[config.mk]
export PLATFORM = sky130hd
export DESIGN_NAME = mmss_scan_timer_flat
export DESIGN_NICKNAME = d
export VERILOG_FILES = /design/src/rtl/mmss_scan_timer_pkg.sv /design/src/rtl/mmss_scan_timer_if.sv /design/src/rtl/mmss_scan_timer_seg7_decode.sv /design/src/rtl/mmss_scan_timer.sv /design/src/flat_wrapper.sv
export SDC_FILE = /design/constraint.sdc
export NUM_CORES = 1
export LEC_CHECK = 0
export ABC_AREA = 1
export BUFFER_PORTS_ARGS = -buffer_cell sky130_fd_sc_hd__buf_4
export CAP_MARGIN = 5
export CORE_MARGIN = 5
export CORE_UTILIZATION = 30
export DETAILED_ROUTE_END_ITERATION = 16
export SETUP_SLACK_MARGIN = 0.3
export SKIP_LAST_GASP = 1
export SYNTH_ARGS = -nofsm -noshare
export SYNTH_HDL_FRONTEND = slang
export SYNTH_HIERARCHICAL = 1
export SYNTH_SLANG_ARGS = --single-unit
[constraint.sdc]
create_clock -name clk -period 8 [get_ports clk]
set_input_delay 1.6 -clock clk [delete_from_list [all_inputs] [get_ports clk]]
set_output_delay 1.6 -clock clk [all_outputs]
set_load 0.02 [all_outputs]
[src/rtl/mmss_scan_timer_pkg.sv]
// Shared types, constants and BCD helpers for the MM:SS scan timer.
package mmss_timer_pkg;

  typedef enum logic [1:0] {
    ST_IDLE  = 2'd0,
    ST_RUN   = 2'd1,
    ST_PAUSE = 2'd2,
    ST_DONE  = 2'd3
  } state_e;

  localparam int BCD_W = 8;

  // Active-high segment patterns, bit 6 = a ... bit 0 = g.
  localparam logic [6:0] SEG_TABLE [10] = '{
    7'h7E, 7'h30, 7'h6D, 7'h79, 7'h33,
    7'h5B, 7'h5F, 7'h70, 7'h7F, 7'h7B
  };

  typedef struct packed {
    logic [BCD_W-1:0] mm;
    logic [BCD_W-1:0] ss;
  } count_t;

  localparam count_t CNT_ZERO = '{mm: 8'h00, ss: 8'h00};
  localparam count_t CNT_MAX  = '{mm: 8'h59, ss: 8'h59};

  function automatic logic bcd60_ok(input logic [BCD_W-1:0] b);
    return (b[7:4] <= 4'd5) && (b[3:0] <= 4'd9);
  endfunction

  function automatic logic [BCD_W-1:0] bcd60_inc(input logic [BCD_W-1:0] b);
    logic [BCD_W-1:0] r;
    if (b[3:0] != 4'd9)
      r = {b[7:4], b[3:0] + 4'd1};
    else if (b[7:4] != 4'd5)
      r = {b[7:4] + 4'd1, 4'd0};
    else
      r = 8'h00;
    return r;
  endfunction

  function automatic logic [BCD_W-1:0] bcd60_dec(input logic [BCD_W-1:0] b);
    logic [BCD_W-1:0] r;
    if (b[3:0] != 4'd0)
      r = {b[7:4], b[3:0] - 4'd1};
    else if (b[7:4] != 4'd0)
      r = {b[7:4] - 4'd1, 4'd9};
    else
      r = 8'h59;
    return r;
  endfunction

  // One-second step of the whole MM:SS value; seconds carry/borrow into minutes.
  function automatic count_t count_step(input count_t c, input logic down);
    count_t r;
    r = c;
    if (!down) begin
      r.ss = bcd60_inc(c.ss);
      if (c.ss == 8'h59) r.mm = bcd60_inc(c.mm);
    end else begin
      r.ss = bcd60_dec(c.ss);
      if (c.ss == 8'h00) r.mm = bcd60_dec(c.mm);
    end
    return r;
  endfunction

  function automatic count_t count_term(input logic down);
    return down ? CNT_ZERO : CNT_MAX;
  endfunction

endpackage

[src/rtl/mmss_scan_timer_if.sv]
// Command, preset and display signals of the MM:SS scan timer.
interface mmss_scan_timer_if;
  import mmss_timer_pkg::*;

  logic             start;
  logic             stop;
  logic             clear;
  logic             load;
  logic [BCD_W-1:0] load_mm;
  logic [BCD_W-1:0] load_ss;
  logic             dir;
  logic [6:0]       seg;
  logic             dp;
  logic [3:0]       an;
  logic [BCD_W-1:0] mm;
  logic [BCD_W-1:0] ss;
  logic             running;
  logic             done;
  logic             err;

  modport master (
    output start, stop, clear, load, load_mm, load_ss, dir,
    input  seg, dp, an, mm, ss, running, done, err
  );

  modport slave (
    input  start, stop, clear, load, load_mm, load_ss, dir,
    output seg, dp, an, mm, ss, running, done, err
  );

endinterface

[src/rtl/mmss_scan_timer_seg7_decode.sv]
// Nibble to active-high seven-segment pattern; non-decimal nibbles blank.
module seg7_decode
  import mmss_timer_pkg::*;
(
  input  logic [3:0] nib,
  output logic [6:0] pat
);

  always_comb begin
    pat = 7'h00;
    if (nib <= 4'd9) pat = SEG_TABLE[nib];
  end

endmodule

[src/rtl/mmss_scan_timer.sv]
// MM:SS up/down timer with multiplexed four-digit seven-segment scan output.
//
// state    | meaning
// ST_IDLE  | stopped, count held, waiting for start
// ST_RUN   | prescaler running, count steps on each tick
// ST_PAUSE | stopped mid-run, prescaler phase kept, dp blinks
// ST_DONE  | terminal value reached, count frozen until clear/load
module mmss_scan_timer
  import mmss_timer_pkg::*;
#(
  parameter int CLK_HZ         = 50_000_000,
  parameter int TICK_HZ        = 1,
  parameter int SCAN_HZ        = 1000,
  parameter int AN_ACTIVE_LOW  = 1,
  parameter int SEG_ACTIVE_LOW = 1
) (
  input  logic               clk,
  input  logic               arst,
  mmss_scan_timer_if.slave   bus
);

  localparam int TICK_DIV = CLK_HZ / TICK_HZ;
  localparam int SCAN_DIV = CLK_HZ / SCAN_HZ;
  localparam int PW       = $clog2(TICK_DIV);
  localparam int SW       = $clog2(SCAN_DIV);

  localparam logic [PW-1:0] TICK_LAST  = PW'(TICK_DIV - 1);
  localparam logic [PW-1:0] BLINK_HALF = PW'(TICK_DIV / 2);
  localparam logic [SW-1:0] SCAN_LAST  = SW'(SCAN_DIV - 1);

  localparam logic       SEG_LOW = (SEG_ACTIVE_LOW != 0);
  localparam logic       AN_LOW  = (AN_ACTIVE_LOW != 0);
  localparam logic [6:0] SEG_OFF = SEG_LOW ? 7'h7F : 7'h00;
  localparam logic       DP_OFF  = SEG_LOW;
  localparam logic [3:0] AN_OFF  = AN_LOW ? 4'hF : 4'h0;

  state_e         state_q, state_d;
  count_t         cnt_q, cnt_d;
  logic [PW-1:0]  presc_q, presc_d;
  logic           err_q, err_d;

  count_t         load_val;
  count_t         cnt_next;
  count_t         cnt_term;
  logic           load_ok;
  logic           tick;

  assign load_val = '{mm: bus.load_mm, ss: bus.load_ss};
  assign load_ok  = bcd60_ok(bus.load_mm) && bcd60_ok(bus.load_ss);
  assign tick     = (state_q == ST_RUN) && (presc_q == TICK_LAST);
  assign cnt_next = count_step(cnt_q, bus.dir);
  assign cnt_term = count_term(bus.dir);

  always_ff @(posedge clk or posedge arst) begin
    if (arst) begin
      state_q <= ST_IDLE;
      cnt_q   <= CNT_ZERO;
      presc_q <= '0;
      err_q   <= 1'b0;
    end else begin
      state_q <= state_d;
      cnt_q   <= cnt_d;
      presc_q <= presc_d;
      err_q   <= err_d;
    end
  end

  // Commands are mutually exclusive by priority; the tick path only runs
  // when no command is present, so clear/load/stop all freeze the count.
  always_comb begin
    state_d = state_q;
    cnt_d   = cnt_q;
    presc_d = presc_q;
    err_d   = 1'b0;
    if (bus.clear) begin
      state_d = ST_IDLE;
      cnt_d   = CNT_ZERO;
      presc_d = '0;
    end else if (bus.load) begin
      if (load_ok) begin
        state_d = ST_IDLE;
        cnt_d   = load_val;
        presc_d = '0;
      end else begin
        err_d = 1'b1;
      end
    end else if (bus.stop) begin
      if (state_q == ST_RUN) state_d = ST_PAUSE;
    end else if (bus.start && (state_q == ST_IDLE)) begin
      state_d = ST_RUN;
      presc_d = '0;
    end else if (bus.start && (state_q == ST_PAUSE)) begin
      state_d = ST_RUN;
    end else if (state_q == ST_RUN) begin
      if (tick) begin
        presc_d = '0;
        // Already terminal (e.g. started at the end value): finish without moving.
        if (cnt_q == cnt_term) begin
          state_d = ST_DONE;
        end else begin
          cnt_d = cnt_next;
          if (cnt_next == cnt_term) state_d = ST_DONE;
        end
      end else begin
        presc_d = presc_q + PW'(1);
      end
    end
  end

  assign bus.mm      = cnt_q.mm;
  assign bus.ss      = cnt_q.ss;
  assign bus.running = (state_q == ST_RUN);
  assign bus.done    = (state_q == ST_DONE);
  assign bus.err     = err_q;

  logic [SW-1:0] scan_q;
  logic [1:0]    digit_q;
  logic [PW-1:0] blink_q;

  // Scan and blink timebases free-run in every state.
  always_ff @(posedge clk or posedge arst) begin
    if (arst) begin
      scan_q  <= '0;
      digit_q <= 2'd0;
      blink_q <= '0;
    end else begin
      if (scan_q == SCAN_LAST) begin
        scan_q  <= '0;
        digit_q <= digit_q + 2'd1;
      end else begin
        scan_q <= scan_q + SW'(1);
      end
      if (blink_q == TICK_LAST)
        blink_q <= '0;
      else
        blink_q <= blink_q + PW'(1);
    end
  end

  logic [3:0] dig_val;
  logic [6:0] seg_pat;
  logic [3:0] an_sel;
  logic       dp_lit;

  always_comb begin
    dig_val = 4'd0;
    case (digit_q)
      2'd0: dig_val = cnt_q.ss[3:0];
      2'd1: dig_val = cnt_q.ss[7:4];
      2'd2: dig_val = cnt_q.mm[3:0];
      2'd3: dig_val = cnt_q.mm[7:4];
      default: dig_val = 4'd0;
    endcase
  end

  seg7_decode u_seg7_decode (
    .nib (dig_val),
    .pat (seg_pat)
  );

  assign an_sel = 4'b0001 << digit_q;
  assign dp_lit = (digit_q == 2'd2) && ((state_q != ST_PAUSE) || (blink_q < BLINK_HALF));

  logic [6:0] seg_q;
  logic       dp_q;
  logic [3:0] an_q;

  always_ff @(posedge clk or posedge arst) begin
    if (arst) begin
      seg_q <= SEG_OFF;
      dp_q  <= DP_OFF;
      an_q  <= AN_OFF;
    end else begin
      seg_q <= SEG_LOW ? ~seg_pat : seg_pat;
      dp_q  <= SEG_LOW ? ~dp_lit  : dp_lit;
      an_q  <= AN_LOW  ? ~an_sel  : an_sel;
    end
  end

  assign bus.seg = seg_q;
  assign bus.dp  = dp_q;
  assign bus.an  = an_q;

endmodule

[src/flat_wrapper.sv]
// flat-port wrapper written by rule: the top's interface ports become plain ports
module mmss_scan_timer_flat import mmss_timer_pkg::*;
#(
  parameter int CLK_HZ         = 50_000_000,
  parameter int TICK_HZ        = 1,
  parameter int SCAN_HZ        = 1000,
  parameter int AN_ACTIVE_LOW  = 1,
  parameter int SEG_ACTIVE_LOW = 1
)
  (clk, arst, bus_start, bus_stop, bus_clear, bus_load, bus_load_mm, bus_load_ss, bus_dir, bus_seg, bus_dp, bus_an, bus_mm, bus_ss, bus_running, bus_done, bus_err);
  mmss_scan_timer_if bus_i ();
  input  logic clk;
  input  logic arst;
  input wire logic [$bits(bus_i.start)-1:0] bus_start;
  input wire logic [$bits(bus_i.stop)-1:0] bus_stop;
  input wire logic [$bits(bus_i.clear)-1:0] bus_clear;
  input wire logic [$bits(bus_i.load)-1:0] bus_load;
  input wire logic [$bits(bus_i.load_mm)-1:0] bus_load_mm;
  input wire logic [$bits(bus_i.load_ss)-1:0] bus_load_ss;
  input wire logic [$bits(bus_i.dir)-1:0] bus_dir;
  output wire logic [$bits(bus_i.seg)-1:0] bus_seg;
  output wire logic [$bits(bus_i.dp)-1:0] bus_dp;
  output wire logic [$bits(bus_i.an)-1:0] bus_an;
  output wire logic [$bits(bus_i.mm)-1:0] bus_mm;
  output wire logic [$bits(bus_i.ss)-1:0] bus_ss;
  output wire logic [$bits(bus_i.running)-1:0] bus_running;
  output wire logic [$bits(bus_i.done)-1:0] bus_done;
  output wire logic [$bits(bus_i.err)-1:0] bus_err;
  assign bus_i.start = bus_start;
  assign bus_i.stop = bus_stop;
  assign bus_i.clear = bus_clear;
  assign bus_i.load = bus_load;
  assign bus_i.load_mm = bus_load_mm;
  assign bus_i.load_ss = bus_load_ss;
  assign bus_i.dir = bus_dir;
  assign bus_seg = bus_i.seg;
  assign bus_dp = bus_i.dp;
  assign bus_an = bus_i.an;
  assign bus_mm = bus_i.mm;
  assign bus_ss = bus_i.ss;
  assign bus_running = bus_i.running;
  assign bus_done = bus_i.done;
  assign bus_err = bus_i.err;
  mmss_scan_timer #(.CLK_HZ(CLK_HZ), .TICK_HZ(TICK_HZ), .SCAN_HZ(SCAN_HZ), .AN_ACTIVE_LOW(AN_ACTIVE_LOW), .SEG_ACTIVE_LOW(SEG_ACTIVE_LOW)) u_core (.clk(clk), .arst(arst), .bus(bus_i));
endmodule
== Yosys cells after proc, flatten, opt, wreduce, memory -nomap -nowiden ==
Memory sizes are Yosys's and may differ from the RTL's.
Cells that the tools add are included.
Word-level totals
  register bits: 101
  memory bits (read-only): 112
  bits of input ports: 23
  output and inout bits: 31
  word-level logic and storage cells: 133
  memories: 1
Memories
  (name not given): words 16, width 7, read ports 1, clocked after memory_dff 0, wr ports 0, RTL line mmss_scan_timer_seg7_decode.sv:11  | if (nib <= 4'd9) pat = SEG_TABLE[nib];
Operators by class
  $add $sub $neg: 12
  order comparisons: 7
  equality and inequality tests: 24
  shift operators: 1
  multiplexer cells: 49
  bitwise logic cells: 4
  reduce and logical (&&, ||, !) cells: 24
Operator list (number)
  two-way mux 26 bit: 9
  two-way mux 16 bit: 11
  two-way mux 8 bit: 10
  adder 26 x 1 -> 26 bit, second input constant: 2
  == test 26 bit, second input constant: 2
  == test 16 bit: 2
  < comparator 26 x 25 -> 1 bit, second input constant: 1
  two-way mux 2 bit: 11
  two-way mux 7 bit: 3
  nonzero test 4 bit: 5
  adder 16 x 1 -> 16 bit, second input constant: 1
  adder 4 x 1 -> 4 bit, second input constant: 4
  == test 16 bit, second input constant: 1
  one-hot mux 4 bit (4 select lines): 1
  subtractor 4 x 1 -> 4 bit, second input constant: 4
  two-way mux 15 bit: 1
  less-or-equal comparator 4 bit, second input constant: 3
  inequality test 4 x 3 -> 1 bit, second input constant: 3
  inequality test 3 bit, second input constant: 3
  == test 2 bit, second input constant: 4
  == test 8 x 7 -> 1 bit, second input constant: 1
  less-or-equal comparator 4 x 3 -> 1 bit, second input constant: 2
  logical NOT 8 bit: 1
  inequality test 4 bit, second input constant: 2
  other kinds (23): 34

== Longest topological paths before layout ==
Gate-level depths: netlist (run 1).
  word-level depth: 15
  depth in mapped cells: 19

== Hierarchy ==
Netlist (run 1), hierarchy kept.
By module, submodules not included
  mmss_scan_timer: times used 1, cells an instance 930, area each 6565.0 µm²
  seg7_decode: times used 1, cells an instance 45, area each 234.0 µm²

== Worst setup path after synthesis (run 1) ==
Ideal clock, no wire load.
  path type: input to register
  start point: input bus_load
  end point: register u_core.presc_q[22]
  setup time: 0.094 ns
  arrival time: 2.847 ns
  data required time: 7.906 ns
  path slack: 5.059 ns
  cell stages on the path: 10
  path buffers: 2
  path through: buf_4 nor2_4 clkinv_2 nor2_1 nor3_4 inv_2 buf_6 nor2_1 nand4_1 a211oi_1
On the way
  longest elaborated chain between the ends: 2
  elaborated cells between the ends (all ways): 7
Ends and longest elaborated chain
  start: declaration: RTL line flat_wrapper.sv:17  | input wire logic [$bits(bus_i.load)-1:0] bus_load;
  inequality test 4 x 3 -> 1 bit (no source line) (tied with other cells)
  AND reduction 4 bit (no source line) / two-way mux 26 bit (equally long branches)
  end signal: assignment: RTL line mmss_scan_timer.sv:63  | presc_q <= presc_d;
  end: declaration: RTL line mmss_scan_timer.sv:39  | logic [PW-1:0] presc_q, presc_d;
Parallel ways exist; a longest one is shown, timed or not.
A chain may end at the register's enable or synchronous reset.

== Final worst setup path (run 1) ==
  start point: input bus_dir
  end point: register u_core.cnt_q, in the netlist u_core/bus.mm[5]
On the way
  longest elaborated chain between the ends: 9
  elaborated cells between the ends (all ways): 13
Ends and longest elaborated chain
  start: declaration: RTL line flat_wrapper.sv:20  | input wire logic [$bits(bus_i.dir)-1:0] bus_dir;
  two-way mux 16 bit: RTL line mmss_scan_timer_pkg.sv:57  | if (!down) begin
  two-way mux 16 bit: RTL line mmss_scan_timer.sv:98  | if (cnt_q == cnt_term) begin
  two-way mux 16 bit: RTL line mmss_scan_timer.sv:95  | if (tick) begin
  two-way mux 16 bit: RTL line mmss_scan_timer.sv:94  | end else if (state_q == ST_RUN) begin
  two-way mux 16 bit: RTL line mmss_scan_timer.sv:92  | end else if (bus.start && (state_q == ST_PAUSE)) begin
  two-way mux 16 bit: RTL line mmss_scan_timer.sv:89  | end else if (bus.start && (state_q == ST_IDLE)) begin
  two-way mux 16 bit: RTL line mmss_scan_timer.sv:87  | end else if (bus.stop) begin
  two-way mux 16 bit: RTL line mmss_scan_timer.sv:79  | end else if (bus.load) begin
  two-way mux 16 bit: RTL line mmss_scan_timer.sv:75  | if (bus.clear) begin
  end signal: assignment: RTL line mmss_scan_timer.sv:62  | cnt_q <= cnt_d;
  end: declaration: RTL line mmss_scan_timer.sv:38  | count_t cnt_q, cnt_d;
Parallel ways exist; a longest one is shown, timed or not. The select of a mux whose other input is x is not followed.

==> results of run 1 <==
-- registers in the layout, summed over array words and instances (netlist names) --
signal	cells
u_core/presc_q	26
u_core/bus.ss	8
u_core/bus.an	4
u_core/state_q	2
u_core/bus.dp	1
u_core/scan_q	16
u_core/bus.seg	7
u_core/bus.mm	8
u_core/bus.err	1
u_core/digit_q	2
u_core/blink_q	26
-- power by group --
part / switching [mW] / internal, mW
logic: 0.216 / 0.109
clock network: 0.193 / 0.235
registers: 0.0385 / 0.542
-- placed cells by master, fill, tap and decap left out, types with 10 or more instances in the layout --
cell type | netlist | routed
nand4_1 | 28 | 28
buf_4 | 4 | 54
dfstp_2 | 12 | 12
nand2_1 | 235 | 235
clkbuf_16 | 0 | 10
inv_1 | 144 | 143
xor2_1 | 10 | 10
o21ai_0 | 52 | 52
nand3_1 | 78 | 78
a21oi_1 | 43 | 43
nor3_1 | 26 | 26
nor2_1 | 115 | 115
dfrtp_1 | 89 | 89
ha_1 | 18 | 18
-- critical path, stage by stage --
cell and delay (ns):
buf_4 0.24, clkinv_1 0.50, nand4_1 0.27, o41ai_1 0.11
nand3_1 0.12, nand2_1 0.05, o21ai_0 0.14, nand2_1 0.17
inv_1 0.46, nand2_1 0.20, o21ai_0 0.20
-- layer usage --
metal,track usage,share of wire,vias to the layer above
met5,0,0,-
met4,0.0508,0.025,0
met3,0.0323,0.060,31
met2,0.223,0.46,159
met1,0.179,0.46,2922
li1,-,-,3253
-- worst max-delay path by stage --
stage,start,end,slack [ns],cells past startpoint
floorplan,arst,u_core/blink_q[0]$_DFF_PP0_,3.77,1
global placement,bus_dir,u_core/bus.mm[5]$_DFFE_PP0P_,3.96,11
detailed placement,bus_dir,u_core/bus.mm[5]$_DFFE_PP0P_,3.92,11
CTS,bus_dir,u_core/bus.mm[5]$_DFFE_PP0P_,4.29,11
global route,bus_dir,u_core/bus.mm[2]$_DFFE_PP0P_,3.85,11
finish,bus_dir,u_core/bus.mm[5]$_DFFE_PP0P_,4.20,11
-- per-stage QoR --
step / setup WS [ns] / power [mW] / cell area, sq um / std cells / util
5_1_grt: 3.85 / 1.42 / 7730 / 1308 / 0.343
3_5_place_dp: 3.92 / 0.914 / 7430 / 1292 / 0.330
2_1_floorplan: 3.77 / 0.812 / 6800 / 975 / -
6_report: 4.20 / 1.33 / 7730 / 1308 / 0.343
3_3_place_gp: 3.96 / 0.913 / 7430 / 1292 / 0.330
4_1_cts: 4.29 / 1.35 / 7730 / 1308 / 0.343
-- layout make-up --
type | instances | area, sq um
Fill cell | 2387 | 14800
Inverter | 155 | 586
Clock inverter | 4 | 36.3
Sequential cell | 101 | 2540
Tap cell | 285 | 357
Multi-Input combinational cell | 697 | 3540
Timing Repair Buffer | 54 | 405
Clock buffer | 12 | 258
-- logic make-up after synthesis --
kind of cell,after synthesis,synth area share
buf+inv,177,0.105
xor+xnor,12,0.0155
simple gates,530,0.359
flops,101,0.374
compound gates,137,0.113
fa+ha+maj,18,0.0331
==> results by group, run 1 <==
Routing
  – Initial drt markers: 350
  – Vias: 6365
  – DRC viols: 0
  – Vias per cell: 4.87
  – Wire length per cell: 13.4 um
  – Pre-antenna DRT Iters: 5
  – Post-Route WL: 17500 um
  – Detail Route Antenna Nets: 0

Critical path
  – CP Launch Type: primary input
  – R2R depth: 18
  – Worst path required time: 8.27 ns
  – Setup Crit Path Kind: primary input to flop
  – RR Startpoint: u_core/bus.ss[0]$_DFFE_PP0P_
  – CP arrival: 4.06 ns
  – CP endpoint kind: flop
  – Reg2Reg Setup Slack: 5.38 ns
  – Worst r2r dst: u_core/state_q[0]$_DFFE_PP0P_
  – Max FO, Critical Path: 22

Min path
  – Hold path startpoint: u_core/scan_q[0]$_DFF_PP0_
  – Hold Path End: u_core/scan_q[0]$_DFF_PP0_
  – HP Class: flop to flop
  – Hold Crit Depth: 1

Clock tree
  – Postcts setup bufs: 0
  – Max clock buf depth: 2
  – Skew-Pair Late Insertion Delay: 0.35 ns
  – CTS tree: done
  – CTS resizes: 0
  – Cts hold-fix bufs: 0
  – Inserted Clock Buffers: 9
  – Clock transition at path regs: 0.07 ns
  – CTS HTree Levels: 3
  – CTS root buf: clkbuf_16
  – Clock sink count: 101

STA
  – Minimum clock period: 3.80 ns
  – Setup TNS Final: 0 ns
  – Fin crit share: 0.475
  – Clock Skews: 0.00885 ns
  – Hold slack: 0.467 ns
  – Slew margin rel.: 0.537
  – # setup viols final: 0
  – Fmax: 263 MHz
  – Worst slew pin tran: 0.692 ns
  – RSZ-0062 raised after global routing: false
  – Fin. Hold Viols: 0
  – Slew Viols, Final: 0

Yosys
  – Syn Area/Cell: 6.97 sq um
  – Async set-reset flop share out of synthesis: 1.00
  – Synth cell count leaders: nand2_1 (235), inv_1 (144), nor2_1 (115)
  – Count of cell types in the netlist: 48
  – Synthesis-stage register bit count: 101
  – Cell Area, Synth: 6800 sq um
  – Synth area leader: dfrtp_1
  – Post-synth EDFFs: 0
  – Synth area leaders: dfrtp_1 (33%), nand2_1 (13%), inv_1 (7.9%)
  – Syn Nets: 1016
  – Dominant synthesized flop cell: dfrtp_1
  – Synth top area share: 0.328
  – Ys Warns: 6
  – Sequential share of the synthesized area: 0.374
  – Top-count cell post-synth: nand2_1
  – Cells after Synth: 975

Pwr
  – Worst vdd ir: 0.0000995 V
  – PwrDens: 173 nW/um^2
  – Leakage: 3.74 nW

Floorplan
  – Core footprint: 22500 sq um
  – Die footprint: 25800 sq um
  – Site Rows: 55
  – Die Y: 161 um
  – IO Pins: 54
  – Die width: 161 um
  – Initial Util: 0.302

Layout
  – Number of diodes: 0
  – Layout cells sized above 1: 0.124
  – Nets@finish: 1059
  – Area Overhead vs Synth: 13.6%

Placement
  – DP Wirelength: 13400 um
  – Routability Congestion: 0.897
  – # port buffers: 53

Flow run
  – Max-Cap Viols: 0

Global routing
  – Antenna violations before repair: 0
  – Pin count of the biggest net entering global routing: 55
  – GRT Util Overall: 0.137
  – Grt ovf: 0
  – First-pass GRT wire length: 29600 um
  – Vias in the first global route: 6103

Outcome
  – Status: finished, final reports clean
Power figures use the tool's default switching activity.
==> run 2: changes to the inputs <==
--- a/config.mk
+++ b/config.mk
@@ -5,7 +5,7 @@
 export SDC_FILE = /design/constraint.sdc
 export NUM_CORES = 1
 export LEC_CHECK = 0
-export ABC_AREA = 1
+export ABC_AREA = 0
 export BUFFER_PORTS_ARGS = -buffer_cell sky130_fd_sc_hd__buf_4
 export CAP_MARGIN = 5
 export CORE_MARGIN = 5
==> constraint.sdc (replaced) <==
create_clock -name clk -period 3.3 [get_ports clk]
set_input_delay 0.66 -clock clk [delete_from_list [all_inputs] [get_ports clk]]
set_output_delay 0.66 -clock clk [all_outputs]
set_load 0.02 [all_outputs]
==> results by group, run 2 <==
Floorplan
  – Core footprint: 21000 sq um (-6.6%)
  – Site Rows: 53 (-3.6%)
  – Die Y: 156 um (-2.8%)
  – Initial Util: 0.305 (+0.00248)
  – IO Pins: 54 (unchanged)
  – Die footprint: 24400 sq um (-5.5%)
  – Die width: 156 um (-2.8%)

Global routing
  – Antenna violations before repair: 0 (unchanged)
  – GR Util met1: 0.186 (+0.00774)
  – Pin count of the biggest net entering global routing: 71 (+29%)
  – Gr busiest metal: met2
  – M3 GR Usage: 0.0202 (-0.0121)
  – Vias in the first global route: 5385 (-12%)
  – GRT Util Overall: 0.137 (-0.000402)
  – First-pass GRT wire length: 27500 um (-7.1%)
  – Met2 Use GR: 0.221 (-0.00245)
  – Grt ovf: 0 (unchanged)

STA
  – Fin. Hold Viols: 0 (unchanged)
  – Slew Viols, Final: 0 (unchanged)
  – RSZ-0062 raised after global routing: false
  – Fin crit share: 0.875
  – Fmax: 346 MHz
  – Minimum clock period: 2.89 ns
  – # setup viols final: 0 (unchanged)
  – Hold slack: 0.441 ns (-0.0270 ns)
  – Clock Skews: 0.0102 ns (+0.00136 ns)
  – Worst slew pin tran: 0.745 ns (+0.0533 ns)
  – Setup TNS Final: 0 ns (unchanged)
  – Slew margin rel.: 0.502 (-0.0351)

Placement
  – DP Wirelength: 12100 um (-9.4%)
  – Routability Congestion: 0.948 (+5.7%)
  – # port buffers: 53 (unchanged)
  – Placed inst area: 7130 sq um (-4.1%)

Yosys
  – Sequential share of the synthesized area: 0.397 (+0.0231)
  – Cell Area, Synth: 6400 sq um (-5.8%)
  – Syn Area/Cell: 8.71 sq um (+25%)
  – Cells after Synth: 735 (-25%)
  – Synth cell count leaders: dfrtp_1 (89), nor2_1 (75), nand2_1 (64)
  – Dominant synthesized flop cell: dfrtp_1
  – Ys Warns: 6 (unchanged)
  – Syn Nets: 776 (-24%)
  – Count of cell types in the netlist: 79 (+65%)
  – Top-count cell post-synth: dfrtp_1
  – Synth top area share: 0.348 (+0.0202)
  – Post-synth EDFFs: 0 (unchanged)
  – Synth area leader: dfrtp_1
  – Synth area leaders: dfrtp_1 (35%), dfstp_2 (4.9%), nor2_1 (4.4%)
  – Synthesis-stage register bit count: 101 (unchanged)
  – Async set-reset flop share out of synthesis: 1.00 (unchanged)

Pwr
  – Sequential Power Share: 0.438 (+0.002)
  – Worst vdd ir: 0.000215 V (+120%)
  – PwrDens: 416 nW/um^2 (+140%)
  – Clock Power Share: 0.351 (+0.030)
  – Int Pwr: 2.17 mW (+150%)
  – Leakage: 3.15 nW (-16%)
  – Combinational power share: 0.211 (-0.033)
  – Switching power: 0.937 mW (+110%)
  – Sw frac: 0.301 (-0.0345)

Routing
  – Detail Route Antenna Nets: 0 (unchanged)
  – Pre-antenna DRT Iters: 5 (unchanged)
  – Vias per cell: 5.24 (+7.6%)
  – Vias: 5539 (-13%)
  – DRC viols: 0 (unchanged)
  – Post-Route WL: 16600 um (-4.7%)
  – Wire length per cell: 15.7 um (+18%)
  – Initial drt markers: 505 (+44%)

Flow run
  – Max-Cap Viols: 0 (unchanged)

Clock tree
  – Skew-Pair Late Insertion Delay: 0.35 ns (about the same)
  – Max clock buf depth: 2 (unchanged)
  – CTS tree: done
  – CTS root buf: clkbuf_16
  – CTS HTree Levels: 3 (unchanged)
  – Clock transition at path regs: 0.08 ns (about the same)
  – Clock sink count: 101 (unchanged)
  – Inserted Clock Buffers: 9 (unchanged)

Critical path
  – Setup Crit Path Kind: flop to flop
  – CP endpoint kind: flop
  – CP arrival: 3.17 ns (-0.89 ns)
  – Worst path required time: 3.59 ns (-4.68 ns)
  – CP Launch Type: flop
  – Max FO, Critical Path: 11 (-50%)

Layout
  – Commonest cells after routing, fill and taps aside: dfrtp_1 (88), buf_4 (75), nor2_1 (75)
  – Final instance area: 7470 sq um (-3.3%)
  – Layout Utilization: 0.356 (+0.0122)
  – Filler instances: 2140 (-10%)
  – Nets@finish: 819 (-23%)
  – Layout cells sized above 1: 0.170 (+0.0457)
  – Biggest regs: u_core/blink_q (26), u_core/presc_q (26), u_core/scan_q (16)
  – Number of diodes: 0 (unchanged)
  – Commonest non-fill, non-tap cell in the layout: dfrtp_1
  – Area Overhead vs Synth: 16.7%

Min path
  – HP Class: primary input to async pin

Outcome
  – Status: finished, final reports clean
run 2: changes by cell type after synthesis, sizes merged, moves of 23 or more:
cell / previous run / this run
nand3: 81 / 34
inv: 152 / 38
xnor2: 2 / 25
nand2: 243 / 64
nor2: 130 / 75
clkbuf: 6 / 31
run 2: final cells by class:
cell class / count / area, sq um / share of cell area
Inverter: 39 / 150 / 0.0201
Clock buffer: 10 / 239 / 0.0320
Sequential cell: 101 / 2540 / 0.340
Timing Repair Buffer: 76 / 583 / 0.0780
Clock inverter: 6 / 70.1 / 0.00938
Multi-Input combinational cell: 551 / 3540 / 0.474
Tap cell: 275 / 344 / 0.0460
run 2: routing by layer:
metal,vias to the layer above,share of wire
met3,24,0.040
met4,0,0.024
li1,2699,-
met1,2673,0.46
met2,143,0.48
met5,-,0
run 2: kinds of logic after synthesis:
group	Yosys count	synth area share
AND/OR/NAND/NOR	312	0.259
AO/OA/AOI/OAI	156	0.165
flip-flops	101	0.397
buffers and inverters	83	0.0529
XOR/XNOR	53	0.0725
adder cells (fa/ha/maj)	18	0.0352
multiplexers	12	0.0190
run 2: repair_timing:
item	in CTS	in global routing
setup endpoints to repair	0	2
hold buffers	0	0
resized for setup	0	5
buffers inserted	0	3
run 2: worst paths after layout:
kind	startpoint	to	slack, ns	depth (start not counted)
worst max register to register	u_core/bus.ss[0]$_DFFE_PP0P_	u_core/state_q[1]$_DFFE_PP0P_	0.41	9
worst min-delay path	arst	u_core/presc_q[19]$_DFFE_PP0P_	0.44	2
max in group asynchronous	arst	u_core/bus.seg[5]$_DFF_PP1_	2.04	3
min in group clk	u_core/blink_q[0]$_DFF_PP0_	u_core/blink_q[0]$_DFF_PP0_	0.45	1
worst max-delay path	u_core/bus.ss[0]$_DFFE_PP0P_	u_core/state_q[1]$_DFFE_PP0P_	0.41	9
worst min register to register	u_core/blink_q[0]$_DFF_PP0_	u_core/blink_q[0]$_DFF_PP0_	0.45	1
run 2: power by group through the flow:
stage          clock (mW)  sequential [mW]  combinational [mW]
2_1_floorplan           0             1.40               0.398
3_3_place_gp            0             1.38               0.645
3_5_place_dp            0             1.38               0.643
4_1_cts              1.13             1.36               0.645
5_1_grt              1.18             1.37               0.714
6_report             1.09             1.36               0.656
run 2: through the flow:
stage | instances | setup slack (ns) | power [mW]
final | 1058 | 0.413 | 3.11
after global routing | 1058 | 0.331 | 3.27
after CTS | 1055 | 0.304 | 3.14
after detailed placement | 1039 | 0.316 | 2.03
after global placement | 1039 | 0.385 | 2.03
after floorplan | 735 | 0.513 | 1.80
run 2: critical path, stage by stage (launching register included):
cell and delay (ns):
dfrtp_2 0.48, inv_1 0.19, ha_2 0.27, or3b_2 0.48, nor4b_2 0.26, mux2i_1 0.34, o221ai_2 0.15, o41ai_2 0.33
and3_1 0.21, o31a_1 0.12
==> run 3: changes to the inputs <==
--- a/config.mk
+++ b/config.mk
@@ -11,6 +11,7 @@
 export CORE_MARGIN = 5
 export CORE_UTILIZATION = 30
 export DETAILED_ROUTE_END_ITERATION = 16
+export REMOVE_ABC_BUFFERS = 1
 export SETUP_SLACK_MARGIN = 0.3
 export SKIP_LAST_GASP = 1
 export SYNTH_ARGS = -nofsm -noshare
==> results by group, run 3 (same netlist as run 2, synthesis figures left out) <==
Critical path
  – CP endpoint kind: flop
  – Worst path required time: 3.54 ns (-0.05 ns)
  – CP Launch Type: flop
  – Max FO, Critical Path: 6 (-5)
  – CP arrival: 3.15 ns (-0.02 ns)
  – R2R depth: 9 (unchanged)
  – Setup Crit Path Kind: flop to flop

Flow run
  – Max-Cap Viols: 0 (unchanged)

Layout
  – Area Overhead vs Synth: 15.9%
  – Number of diodes: 0 (unchanged)
  – Cell Count, Final, Fillers Out: 1061 (+0.28%)
  – Final instance area: 7420 sq um (-0.69%)
  – Biggest regs: u_core/blink_q (26), u_core/presc_q (26), u_core/scan_q (16)
  – Nets@finish: 822 (+0.37%)
  – Reg area: 2540 sq um (unchanged)
  – Area of the multi-input gates: 3530 sq um (-0.35%)
  – Filler instances: 2175 (+1.6%)
  – Commonest cells after routing, fill and taps aside: dfrtp_1 (88), buf_4 (79), nor2_1 (75)
  – Layout Utilization: 0.353 (-0.00244)
  – Layout cells sized above 1: 0.167 (-0.00319)
  – Commonest non-fill, non-tap cell in the layout: dfrtp_1

Placement
  – Routability Congestion: 0.927 (-2.3%)
  – Cell total after placement: 1044 (+0.48%)
  – Pre-CTS setup slack: 0.330 ns (+0.0136 ns)
  – DP Wirelength: 12200 um (+0.89%)
  – # port buffers: 53 (unchanged)
  – Placed inst area: 7150 sq um (+0.33%)

STA
  – # setup viols final: 0 (unchanged)
  – Fin. Hold Viols: 0 (unchanged)
  – Setup TNS Final: 0 ns (unchanged)
  – Hold slack: 0.358 ns (-0.0826 ns)
  – Slew margin rel.: 0.509 (+0.00622)
  – Fmax: 343 MHz (-0.82%)
  – Final WS setup: 0.389 ns (-0.0239 ns)
  – Worst slew pin tran: 0.717 ns (-0.0283 ns)
  – Slew Viols, Final: 0 (unchanged)
  – Clock Skews: 0.00858 ns (-0.00162 ns)
  – Fin crit share: 0.882 (+0.00724)
  – RSZ-0062 raised after global routing: false
  – Minimum clock period: 2.91 ns (+0.0239 ns)

Clock tree
  – CTS HTree Levels: 3 (unchanged)
  – Skew-Pair Late Insertion Delay: 0.35 ns (about the same)
  – CTS root buf: clkbuf_16
  – Clock transition at path regs: 0.07 ns (about the same)
  – Clock sink count: 101 (unchanged)
  – Inserted Clock Buffers: 9 (unchanged)
  – Max clock buf depth: 2 (unchanged)
  – CTS tree: done

Routing
  – Detail Route Antenna Nets: 0 (unchanged)
  – DRC viols: 0 (unchanged)
  – Vias per cell: 5.23 (about the same)
  – Post-Route WL: 16600 um (-0.49%)
  – Initial drt markers: 449 (-11%)
  – Vias: 5551 (+0.22%)
  – Pre-antenna DRT Iters: 5 (unchanged)
  – Wire length per cell: 15.6 um (-0.77%)

Pwr
  – Combinational power share: 0.222 (+0.011)
  – Total power: 2.98 mW (-4.4%)
  – Clock Power Share: 0.322 (-0.029)
  – Sw frac: 0.306 (+0.00463)
  – Switching power: 0.910 mW (-2.9%)
  – PwrDens: 401 nW/um^2 (-3.7%)
  – Leakage: 3.14 nW (-0.61%)
  – Int Pwr: 2.07 mW (-5.0%)
  – Worst vdd ir: 0.000230 V (+6.7%)
  – Sequential Power Share: 0.456 (+0.018)

Global routing
  – Grt ovf: 0 (unchanged)
  – Gr busiest metal: met2
  – Antenna violations before repair: 0 (unchanged)
  – Met2 Use GR: 0.211 (-0.00924)
  – GR Util met1: 0.191 (+0.00492)
  – M3 GR Usage: 0.0286 (+0.00832)
  – First-pass GRT wire length: 27200 um (-1.1%)
  – GRT Util Overall: 0.137 (-0.000267)
  – Pin count of the biggest net entering global routing: 46 (-35%)
  – Vias in the first global route: 5252 (-2.5%)

Floorplan
  – IO Pins: 54 (unchanged)
  – Core footprint: 21000 sq um (unchanged)
  – Site Rows: 53 (unchanged)
  – Initial Util: 0.305 (unchanged)
  – Die Y: 156 um (unchanged)
  – Die width: 156 um (unchanged)
  – Die footprint: 24400 sq um (unchanged)

Min path
  – HP Class: primary input to async pin

Outcome
  – Status: finished, final reports clean
run 3: cell types whose count changed in the layout (fill, tap and decap cells not counted), sizes merged:
cell / change
inv: -1
clkinvlp: +1
clkbuf: +2
buf: +3
clkinv: -1
bufinv: -1
run 3: layer usage:
metal / routed length (um) / part of all wire
met1: 7760 / 0.47
met2: 7520 / 0.45
met3: 949 / 0.057
met4: 328 / 0.020
met5: 0 / 0
run 3: worst paths after layout:
check | startpoint | to | slack, ns
max in group asynchronous | arst | u_core/bus.an[0]$_DFF_PP1_ | 2.14
max | u_core/bus.ss[1]$_DFFE_PP0P_ | u_core/state_q[1]$_DFFE_PP0P_ | 0.39
min | arst | u_core/presc_q[11]$_DFFE_PP0P_ | 0.36
min reg2reg | u_core/blink_q[0]$_DFF_PP0_ | u_core/blink_q[0]$_DFF_PP0_ | 0.45
min in group clk | u_core/blink_q[0]$_DFF_PP0_ | u_core/blink_q[0]$_DFF_PP0_ | 0.45
max reg2reg | u_core/bus.ss[1]$_DFFE_PP0P_ | u_core/state_q[1]$_DFFE_PP0P_ | 0.39
run 3: final cells by class:
class / instances / area share
Tap cell: 275 / 0.0464
Sequential cell: 101 / 0.343
Timing Repair Buffer: 79 / 0.0799
Inverter: 39 / 0.0201
Multi-Input combinational cell: 551 / 0.476
Clock inverter: 4 / 0.00337
Clock buffer: 12 / 0.0319
run 3: critical path, cell delays in order (launching register included):
cell,delay (ns)
dfrtp_1,0.38
inv_1,0.18
ha_1,0.20
or4b_1,0.59
nor3_1,0.31
o2bb2a_1,0.27
xnor2_1,0.33
o41ai_2,0.10
and3_1,0.20
o31a_1,0.23
run 3: power groups by stage:
stage	registers, mW	clock network (mW)	logic (mW)
2_1_floorplan	1.43	0	0.328
3_3_place_gp	1.38	0	0.650
3_5_place_dp	1.38	0	0.652
4_1_cts	1.36	1.00	0.656
5_1_grt	1.37	1.04	0.720
6_report	1.36	0.958	0.660
run 3: timing repair:
item,CTS,global route
gates resized for setup,0,3
setup buffers,1,0
hold endpoints to repair,0,0
endpoints found under the setup margin,1,1
hold buffers,0,0
